## config.mk

```make
export PLATFORM = sky130hd
export DESIGN_NAME = bus_slave_mux_flat
export DESIGN_NICKNAME = d
export VERILOG_FILES = /design/src/rtl/bus_slave_mux_if.sv /design/src/rtl/bus_slave_mux.sv /design/src/flat_wrapper.sv
export SDC_FILE = /design/constraint.sdc
export NUM_CORES = 1
export LEC_CHECK = 0
export CORE_UTILIZATION = 25
export DETAILED_ROUTE_END_ITERATION = 10
export PLACE_DENSITY_LB_ADDON = 0.25
export SETUP_SLACK_MARGIN = 0.2
export SLEW_MARGIN = 10
export SYNTH_ARGS = -nofsm -noshare
export SYNTH_HDL_FRONTEND = slang
export SYNTH_SLANG_ARGS = --single-unit
```

## constraint.sdc

```tcl
create_clock -name clk_i -period 7.2 [get_ports clk_i]
set_input_delay 1.8 -clock clk_i [delete_from_list [all_inputs] [get_ports clk_i]]
set_output_delay 1.8 -clock clk_i [all_outputs]
set_load 0.03 [all_outputs]
```

## src/rtl/bus_slave_mux_if.sv

```systemverilog
// Master-side and slave-segment signals of the bus sequencer, bundled for the port list.
// The slave modport is the sequencer's view; the master modport drives the stimulus side.
interface bus_slave_mux_if #(
    parameter int DW = 32
);
    logic            cyc_i;
    logic            stb_i;
    logic            we_i;
    logic [31:0]     adr_i;
    logic [3:0]      chipselect;
    logic            fault;
    logic [7:0]      s_cyc_o;
    logic            s_stb_o;
    logic            s_we_o;
    logic [7:0]      s_ack_i;
    logic [8*DW-1:0] s_dat_i;
    logic            ack_o;
    logic            err_o;
    logic [DW-1:0]   dat_o;
    logic [1:0]      err_cause_o;
    logic [31:0]     err_adr_o;

    modport slave (
        input  cyc_i, stb_i, we_i, adr_i, chipselect, fault, s_ack_i, s_dat_i,
        output s_cyc_o, s_stb_o, s_we_o, ack_o, err_o, dat_o, err_cause_o, err_adr_o
    );

    modport master (
        output cyc_i, stb_i, we_i, adr_i, chipselect, fault, s_ack_i, s_dat_i,
        input  s_cyc_o, s_stb_o, s_we_o, ack_o, err_o, dat_o, err_cause_o, err_adr_o
    );
endinterface

```

## src/rtl/bus_slave_mux.sv

```systemverilog
// Bus cycle sequencer: routes a decoded master cycle to one of slaves 1..7, returns data/ack or a one-cycle error.
// Decode error -> err_o next cycle; slave ack sampled in ACTIVE -> ack_o next cycle; master holds cyc/stb until ack/err.
module bus_slave_mux #(
    parameter int TIMEOUT = 256,
    parameter int DW      = 32
) (
    input  logic          clk_i,
    input  logic          rst_i,
    bus_slave_mux_if.slave bus
);
    localparam int TW = (TIMEOUT > 2) ? $clog2(TIMEOUT) : 1;

    typedef enum logic [1:0] {IDLE, ACTIVE, DONE, ERR} state_t;

    state_t        state_q, state_d;
    logic [2:0]    sel_q, sel_d;
    logic [TW-1:0] timer_q, timer_d;
    logic [7:0]    s_cyc_q, s_cyc_d;
    logic          s_stb_q, s_stb_d;
    logic          s_we_q, s_we_d;
    logic          ack_q, ack_d;
    logic          err_q, err_d;
    logic [DW-1:0] dat_q, dat_d;
    logic [1:0]    cause_q, cause_d;
    logic [31:0]   err_adr_q, err_adr_d;

    always_comb begin
        state_d   = state_q;
        sel_d     = sel_q;
        timer_d   = timer_q;
        s_cyc_d   = s_cyc_q;
        s_stb_d   = s_stb_q;
        s_we_d    = s_we_q;
        ack_d     = 1'b0;
        err_d     = 1'b0;
        dat_d     = dat_q;
        cause_d   = cause_q;
        err_adr_d = err_adr_q;

        case (state_q)
            IDLE: begin
                s_cyc_d = 8'h00;
                s_stb_d = 1'b0;
                s_we_d  = 1'b0;
                if (bus.cyc_i && bus.stb_i) begin
                    if (bus.fault) begin
                        state_d   = ERR;
                        err_d     = 1'b1;
                        cause_d   = 2'b01;
                        err_adr_d = bus.adr_i;
                    end else if (bus.chipselect == 4'd0 || bus.chipselect[3]) begin
                        // Selects outside 1..7 have no slave segment behind them.
                        state_d   = ERR;
                        err_d     = 1'b1;
                        cause_d   = 2'b11;
                        err_adr_d = bus.adr_i;
                    end else begin
                        state_d = ACTIVE;
                        sel_d   = bus.chipselect[2:0];
                        timer_d = '0;
                        s_cyc_d = 8'h01 << bus.chipselect[2:0];
                        s_stb_d = 1'b1;
                        s_we_d  = bus.we_i;
                    end
                end
            end
            ACTIVE: begin
                timer_d = timer_q + TW'(1);
                if (!bus.cyc_i) begin
                    state_d = IDLE;
                    s_cyc_d = 8'h00;
                    s_stb_d = 1'b0;
                    s_we_d  = 1'b0;
                end else if (bus.s_ack_i[sel_q]) begin
                    // Ack is checked before the timer so a last-cycle ack still completes.
                    state_d = DONE;
                    ack_d   = 1'b1;
                    dat_d   = bus.s_dat_i[int'(sel_q)*DW +: DW];
                    s_cyc_d = 8'h00;
                    s_stb_d = 1'b0;
                    s_we_d  = 1'b0;
                end else if (timer_q == TW'(TIMEOUT - 1)) begin
                    state_d   = ERR;
                    err_d     = 1'b1;
                    cause_d   = 2'b10;
                    err_adr_d = bus.adr_i;
                    s_cyc_d   = 8'h00;
                    s_stb_d   = 1'b0;
                    s_we_d    = 1'b0;
                end
            end
            DONE:    state_d = IDLE;
            ERR:     state_d = IDLE;
            default: state_d = IDLE;
        endcase
    end

    always_ff @(posedge clk_i or posedge rst_i) begin
        if (rst_i) begin
            state_q   <= IDLE;
            sel_q     <= '0;
            timer_q   <= '0;
            s_cyc_q   <= '0;
            s_stb_q   <= 1'b0;
            s_we_q    <= 1'b0;
            ack_q     <= 1'b0;
            err_q     <= 1'b0;
            dat_q     <= '0;
            cause_q   <= '0;
            err_adr_q <= '0;
        end else begin
            state_q   <= state_d;
            sel_q     <= sel_d;
            timer_q   <= timer_d;
            s_cyc_q   <= s_cyc_d;
            s_stb_q   <= s_stb_d;
            s_we_q    <= s_we_d;
            ack_q     <= ack_d;
            err_q     <= err_d;
            dat_q     <= dat_d;
            cause_q   <= cause_d;
            err_adr_q <= err_adr_d;
        end
    end

    assign bus.s_cyc_o     = s_cyc_q;
    assign bus.s_stb_o     = s_stb_q;
    assign bus.s_we_o      = s_we_q;
    assign bus.ack_o       = ack_q;
    assign bus.err_o       = err_q;
    assign bus.dat_o       = dat_q;
    assign bus.err_cause_o = cause_q;
    assign bus.err_adr_o   = err_adr_q;
endmodule
```

## src/flat_wrapper.sv

```systemverilog
// flat-port wrapper written by rule: the top's interface ports become plain ports
module bus_slave_mux_flat 
#(
    parameter int TIMEOUT = 256,
    parameter int DW      = 32
)
  (clk_i, rst_i, bus_cyc_i, bus_stb_i, bus_we_i, bus_adr_i, bus_chipselect, bus_fault, bus_s_ack_i, bus_s_dat_i, bus_s_cyc_o, bus_s_stb_o, bus_s_we_o, bus_ack_o, bus_err_o, bus_dat_o, bus_err_cause_o, bus_err_adr_o);
  bus_slave_mux_if #(.DW(DW)) bus_i ();
  input  logic clk_i;
  input  logic rst_i;
  input wire logic [$bits(bus_i.cyc_i)-1:0] bus_cyc_i;
  input wire logic [$bits(bus_i.stb_i)-1:0] bus_stb_i;
  input wire logic [$bits(bus_i.we_i)-1:0] bus_we_i;
  input wire logic [$bits(bus_i.adr_i)-1:0] bus_adr_i;
  input wire logic [$bits(bus_i.chipselect)-1:0] bus_chipselect;
  input wire logic [$bits(bus_i.fault)-1:0] bus_fault;
  input wire logic [$bits(bus_i.s_ack_i)-1:0] bus_s_ack_i;
  input wire logic [$bits(bus_i.s_dat_i)-1:0] bus_s_dat_i;
  output wire logic [$bits(bus_i.s_cyc_o)-1:0] bus_s_cyc_o;
  output wire logic [$bits(bus_i.s_stb_o)-1:0] bus_s_stb_o;
  output wire logic [$bits(bus_i.s_we_o)-1:0] bus_s_we_o;
  output wire logic [$bits(bus_i.ack_o)-1:0] bus_ack_o;
  output wire logic [$bits(bus_i.err_o)-1:0] bus_err_o;
  output wire logic [$bits(bus_i.dat_o)-1:0] bus_dat_o;
  output wire logic [$bits(bus_i.err_cause_o)-1:0] bus_err_cause_o;
  output wire logic [$bits(bus_i.err_adr_o)-1:0] bus_err_adr_o;
  assign bus_i.cyc_i = bus_cyc_i;
  assign bus_i.stb_i = bus_stb_i;
  assign bus_i.we_i = bus_we_i;
  assign bus_i.adr_i = bus_adr_i;
  assign bus_i.chipselect = bus_chipselect;
  assign bus_i.fault = bus_fault;
  assign bus_i.s_ack_i = bus_s_ack_i;
  assign bus_i.s_dat_i = bus_s_dat_i;
  assign bus_s_cyc_o = bus_i.s_cyc_o;
  assign bus_s_stb_o = bus_i.s_stb_o;
  assign bus_s_we_o = bus_i.s_we_o;
  assign bus_ack_o = bus_i.ack_o;
  assign bus_err_o = bus_i.err_o;
  assign bus_dat_o = bus_i.dat_o;
  assign bus_err_cause_o = bus_i.err_cause_o;
  assign bus_err_adr_o = bus_i.err_adr_o;
  bus_slave_mux #(.TIMEOUT(TIMEOUT), .DW(DW)) u_core (.clk_i(clk_i), .rst_i(rst_i), .bus(bus_i));
endmodule
```

==> metrics.md, run 1 <==
| Metric | Value |
|---|---|
| Multiplexer area fraction after synthesis | 0.411 |
| RSZ-0062 raised after global routing | no |
| Vias in the first global route | 5,097 |
| TritonCTS clock tree | built |
| Via count | 4,994 |
| Post-Synthesis Cells | 403 |
| Simple-gate share of the synthesized area | 0.0668 |
| Final Hold Fails | 0 |
| CP Launch Type | input pin |
| First-pass GRT wire length | 29,800 um |
| GR Util All Layers | 0.176 |
| I/O Buffers | 383 |
| WS Path Type | in -> reg |
| Flop pwr share | 0.256 |
| Worst Tran Pin Value | 1.01 ns |
| Clock latency on the worst-skew pair | 0.34 ns |
| Pwr dens | 350 nW/um^2 |
| Routability congestion estimate | 0.782 |
| Syn Area/Cell | 13.9 sq um |
| Comb pwr share | 0.596 |
| Pin count of the biggest net entering global routing | 70 |
| CTS root buffer | clkbuf_16 |
| Clock skew | 0.00868 ns |
| Final net count | 1,078 |
| Post-CTS setup buffers | 0 |
| Adder-cell share of the synthesized area | 0.00223 |
| Synthesized area | 5600 sq um |
| I/O Pins | 384 |
| Wire per inst | 20.0 um |
| Max_cap viols | 0 |
| Share of layout cells above drive strength 1 | 0.174 |
| Crit path DAT | 4.11 ns |
| Max Used Layer | met4 |
| Die Y | 152 um |
| Compound-cell area share of the yosys netlist | 0.0688 |
| Final instance area | 9990 sq um |
| Drc violations | 0 |
| Power Internal | 2.14 mW |
| Initial Utilization | 0.256 |
| Sequential-to-total area share from yosys stat | 0.407 |
| Yosys reg bits | 91 |
| Max Clock Freq | 0.258 GHz |
| H-tree depth | 3 |
| Fin crit period | 3.88 ns |
| Synth-to-Final Area Change | 78.4% |
| Die footprint | 23,000 sq um |
| WL met2 | 10,600 um |
| Num CTS Buffers | 9 |
| Min-Delay Path Class | reg -> reg |
| Critical Path Fanout Max | 18 |
| DP Area | 9670 sq um |
| Critical Path End Type | register |
| Core area | 21,900 sq um |
| Clock Tree Buf Depth | 2 |
| Net load switching power | 1.37 mW |
| Wire length on met3 | 1780 um |
| Peak VDD IR | 0.000156 V |
| ANT cells | 0 |
| Cts repair resizes | 0 |
| Worst slew margin | 0.322 |
| Rows | 54 |
| Largest family of logic cells by synthesized area | multiplexers |
| Syn nets | 710 |
| Hold buffer count at cts | 0 |
| Total power | 3.50 mW |
| Clk pin slew, worst setup/hold paths | 0.07 ns |
| XOR/XNOR share of the synthesized area | 0.00938 |
| Leak Pwr | 3.99 nW |
| Routed wire length | 21,100 um |
| Initial antenna violation count | 0 |
| Final Cycle Share | 0.539 |
| Outcome | complete, no violations |
| Synth cell types | 42 |
| Required time of the critical path | 7.42 ns |
| Clk network pwr share | 0.148 |
| 1st-pass router iterations | 4 |
| Final Hold Slack | 0.482 ns |
| Detailed Place HPWL | 16,800 um |
| Synth warn | 0 |
| Vias per cell | 4.73 |
| Met1 WL | 8560 um |
| Antenna Violating Nets Remaining | 0 |
| GRT overflow | 0 |
| Sw Ratio | 0.390 |
| R2R cell count | 7 |
| Worst Hold Depth | 2 |
| Setup Viol. Count Final | 0 |
| DR iter-0 viols | 176 |
| Die W | 152 um |
| Final Slew Violations | 0 |
| Final TNS setup | 0 ns |
| CTS sink cnt | 91 |
placed cells by master (no fill, tap or decap), types with 2 or more instances in the layout:
cell type,n
clkdlybuf4s50_1,383
dfrtp_1,88
mux4_2,64
nand2_1,42
o21ai_0,36
mux2i_1,35
mux2_4,28
nor2_1,10
clkbuf_16,9
mux2_2,8
a32o_1,7
inv_1,6
xnor2_1,6
buf_4,6
nor2b_1,4
nand3_1,3
a21oi_2,2
and2_1,2
a22o_1,2
nor4b_2,2
nor4_1,2
a21o_1,2
bufinv_16,2
dfrtp_2,2
cells by family after synthesis:
kind of cell | Yosys count
buf+inv | 39
flops | 91
fa+ha+maj | 1
mux | 135
compound gates | 57
simple gates | 74
xor+xnor | 6
power groups by stage:
stage	registers [mW]	clock network (mW)	logic [mW]
after floorplan	1.20	0	1.07
after global placement	0.898	0	2.08
after detailed placement	0.908	0	2.11
after CTS	0.902	0.540	2.12
after global routing	0.933	0.561	2.22
final	0.896	0.519	2.09
critical path, stage by stage:
cell	delay, ns
clkdlybuf4s50_1	0.60
nand2_1	0.10
or3_1	0.39
nor4_4	0.78
mux2_2	0.42
per-layer routing:
metal,GRT usage,up-vias
met3,0.0527,7
met5,0,-
met4,0.0248,0
met2,0.301,229
met1,0.222,2471
li1,-,2287
registers in the layout, indices dropped and copies added (netlist names):
register                cells
u_core.bus.s_stb_o          1
u_core.timer_q              8
u_core.bus.err_o            1
u_core.bus.s_cyc_o          8
u_core.sel_q                3
u_core.bus.ack_o            1
u_core.bus.err_adr_o       32
u_core.bus.dat_o           32
u_core.state_q              2
u_core.bus.s_we_o           1
u_core.bus.err_cause_o      2
cell type report:
cell class / instances / area (sq um)
multi-input cells: 273 / 3130
fillers: 2006 / 11900
clock inverters: 5 / 85.1
clock buffers: 10 / 239
well taps: 280 / 350
flip-flops and latches: 91 / 2280
repair buffers: 389 / 3880
inverters: 7 / 28.8
path summary, 6_finish.rpt:
check                                startpoint                       end  slack [ns]
max                                   bus_cyc_i           u_core.sel_q[2]        3.32
min                        u_core.bus.dat_o[24]      u_core.bus.dat_o[24]        0.48
max reg2reg                     u_core.sel_q[2]  u_core.bus.err_adr_o[14]        4.37
min reg2reg                u_core.bus.dat_o[24]      u_core.bus.dat_o[24]        0.48
max in group asynchronous                 rst_i           u_core.sel_q[0]        4.19
min in group asynchronous                 rst_i  u_core.bus.err_adr_o[15]        1.86
synth_stat cells:
cell       count  share of area
mux2i_1       35          0.063
nand2b_1       1         0.0011
nor4_4         1         0.0038
nor3_4         1         0.0029
o21ai_0       36          0.032
nor4_1         2         0.0022
nand4_1        1         0.0011
a31o_2         1         0.0016
nor4b_2        2         0.0054
dfrtp_1       91           0.41
nand2_1       42          0.028
a32o_1         7          0.013
buf_2         10         0.0089
a22oi_2        1         0.0022
mux2_4        28          0.075
a22o_1         2         0.0031
nor2_1        10         0.0067
mux2_2         8          0.016
nor3b_1        1         0.0013
xnor2_1        6         0.0094
and4_1         1         0.0016
nor2b_1        4         0.0045
or3_1          1         0.0011
a21o_1         2         0.0027
inv_1          7         0.0047
a21oi_1        1        0.00089
a21boi_0       1         0.0013
nand3_1        3         0.0027
a2bb2oi_2      1         0.0027
o41a_1         1         0.0020
o21ai_4        1         0.0029
ha_1           1         0.0022
buf_4          2         0.0027
and3_1         1         0.0011
a21oi_2        2         0.0031
nor3_1         1        0.00089
mux4_2        64           0.26
o311ai_1       1         0.0016
buf_6          4         0.0080
clkbuf_1       9         0.0060
and2_1         2         0.0022
buf_1          7         0.0047
through the flow:
| step | util | instances | setup WS [ns] |
|---|---|---|---|
| final | 0.456 | 1055 | 3.32 |
| after CTS | 0.456 | 1055 | 3.36 |
| after global placement | 0.442 | 1040 | 3.11 |
| after floorplan | - | 403 | 3.04 |
| after global routing | 0.456 | 1055 | 3.20 |
| after detailed placement | 0.442 | 1040 | 2.99 |
No activity file was read; power rests on OpenSTA's default activity.
==> run 2: changes to the inputs <==
==> constraint.sdc (replaced) <==
create_clock -name clk_i -period 3.6 [get_ports clk_i]
set_input_delay 0.9 -clock clk_i [delete_from_list [all_inputs] [get_ports clk_i]]
set_output_delay 0.9 -clock clk_i [all_outputs]
set_load 0.03 [all_outputs]
==> metrics.md, run 2 (same netlist as run 1, synthesis figures left out) <==
| Metric | Value |
|---|---|
| Wire per inst | 19.9 um |
| Final Hold Slack | 0.482 ns |
| Flop pwr share | 0.263 |
| Hold buffer count at cts | 0 |
| Critical Path End Type | register |
| Peak VDD IR | 0.000302 V |
| Critical-path top delay cell | clkdlybuf4s50_1 |
| Outcome | complete, no violations |
| Sw Ratio | 0.393 |
| Worst Tran Pin Value | 0.936 ns |
| DR iter-0 viols | 188 |
| Min-Delay Path Class | reg -> reg |
| Power Internal | 4.23 mW |
| Die W | 152 um |
| Crit path DAT | 2.91 ns |
| Cts repair resizes | 0 |
| Max Used Layer | met4 |
| Core area | 21,900 sq um |
| Max Clock Freq | 0.373 GHz |
| Final Hold Fails | 0 |
| RSZ-0062 raised after global routing | no |
| Drc violations | 0 |
| Start point of the critical path | bus_chipselect[0] |
| Rows | 54 |
| Critical path, cell by cell | clkdlybuf4s50_1 > nor3_4 > o311ai_1 > a21oi_2 > o21ai_4 > buf_12 > mux2_2 |
| I/O Pins | 384 |
| Clock Tree Buf Depth | 2 |
| Initial Utilization | 0.256 |
| Worst r2r src | u_core.sel_q[0] |
| Pwr dens | 696 nW/um^2 |
| Clock skew | 0.00805 ns |
| Setup ws final | 0.917 ns |
| Setup Viol. Count Final | 0 |
| Post-CTS setup buffers | 0 |
| Worst slew margin | 0.376 |
| Clk pin slew, worst setup/hold paths | 0.07 ns |
| Required time of the critical path | 3.83 ns |
| Die footprint | 23,000 sq um |
| Wire length on met3 | 1860 um |
| Max_cap viols | 0 |
| WL met2 | 10,500 um |
| Met1 WL | 8460 um |
| Detailed Place HPWL | 16,900 um |
| CTS root buffer | clkbuf_16 |
| Num CTS Buffers | 9 |
| Clock latency on the worst-skew pair | 0.35 ns |
| Die Y | 152 um |
| Via count | 4,968 |
| DP Area | 9720 sq um |
| Post-route core utilization | 0.458 |
| WS Path Type | in -> reg |
| GRT overflow | 0 |
| Synth-to-Final Area Change | 79.0% |
| Delay of the slowest critical-path stage | 0.64 ns |
| Vias per cell | 4.70 |
| Clk network pwr share | 0.141 |
| Bufs and invs on worst path | 2 |
| CP delay by family, top | buffers and inverters |
| Comb pwr share | 0.597 |
| Final Cycle Share | 0.745 |
| Net load switching power | 2.74 mW |
| Final instance area | 10,000 sq um |
| GR Util All Layers | 0.178 |
| Final Slew Violations | 0 |
| Leak Pwr | 4.00 nW |
| Critical Path Fanout Max | 35 |
| Pin count of the biggest net entering global routing | 68 |
| Final TNS setup | 0 ns |
| Post-place setup slack | 0.568 ns |
| Vias in the first global route | 5,224 |
| CP Launch Type | input pin |
| Routed wire length | 21,000 um |
| Routability congestion estimate | 0.809 |
| H-tree depth | 3 |
| Initial antenna violation count | 0 |
| 1st-pass router iterations | 5 |
| Commonest non-fill, non-tap cell in the layout | clkdlybuf4s50_1 |
| I/O Buffers | 383 |
| Fin crit period | 2.68 ns |
| Final net count | 1,080 |
| CTS sink cnt | 91 |
| Min-delay src | u_core.bus.dat_o[9] |
| TritonCTS clock tree | built |
| Most frequent cells in the layout | 383 x clkdlybuf4s50_1, 88 x dfrtp_1, 64 x mux4_2 |
| Share of layout cells above drive strength 1 | 0.176 |
| First-pass GRT wire length | 30,200 um |
| Antenna Violating Nets Remaining | 0 |
| ANT cells | 0 |
[run 2: cell types whose count changed in the layout (fill, tap and decap cells not counted), sizes merged]
cell      before  now
buf            6    8
bufinv         2    1
clkbuf        10   11
clkinv         1    0
clkinvlp       1    3
[run 2: worst paths after layout]
check                                                 to  slack (ns)  cells after the start
worst min-delay path                 u_core.bus.dat_o[9]        0.48                      2
worst max register to register  u_core.bus.err_adr_o[14]        1.19                      6
worst min register to register       u_core.bus.dat_o[9]        0.48                      2
worst max-delay path            u_core.bus.err_adr_o[14]        0.92                      7
min in group asynchronous           u_core.bus.dat_o[18]        0.89                      2
max in group asynchronous       u_core.bus.err_adr_o[18]        2.00                      3
[run 2: power by group through the flow]
| stage | Combinational [mW] | Clock [mW] | Sequential (mW) |
|---|---|---|---|
| 6_report | 4.16 | 0.983 | 1.83 |
| 4_1_cts | 4.22 | 1.02 | 1.84 |
| 3_3_place_gp | 4.15 | 0 | 1.84 |
| 5_1_grt | 4.43 | 1.06 | 1.91 |
| 2_1_floorplan | 2.13 | 0 | 2.40 |
| 3_5_place_dp | 4.21 | 0 | 1.86 |
[run 2: cell type report]
class	instances	area [sq um]
clock inverter	5	61.3
clock buffer	11	243
inverter	7	28.8
sequential	91	2280
fill	1955	11900
tap	280	350
multi-input combinational	273	3130
timing repair buffer	391	3930
[run 2: routing by layer]
| metal | global-route usage | vias up |
|---|---|---|
| met5 | 0 | - |
| met4 | 0.0312 | 0 |
| met3 | 0.0587 | 9 |
| met1 | 0.220 | 2407 |
| met2 | 0.304 | 259 |
| li1 | - | 2293 |
[run 2: stage by stage]
stage          power [mW]  instances
2_1_floorplan        4.53        403
3_3_place_gp         6.00       1042
3_5_place_dp         6.07       1042
4_1_cts              7.08       1058
5_1_grt              7.40       1058
6_report             6.98       1058
[run 2: tightest hold or removal path: stages, from the launching register on]
cell and delay, ns:
dfrtp_1 0.34, nand2_1 0.05, o21ai_0 0.06
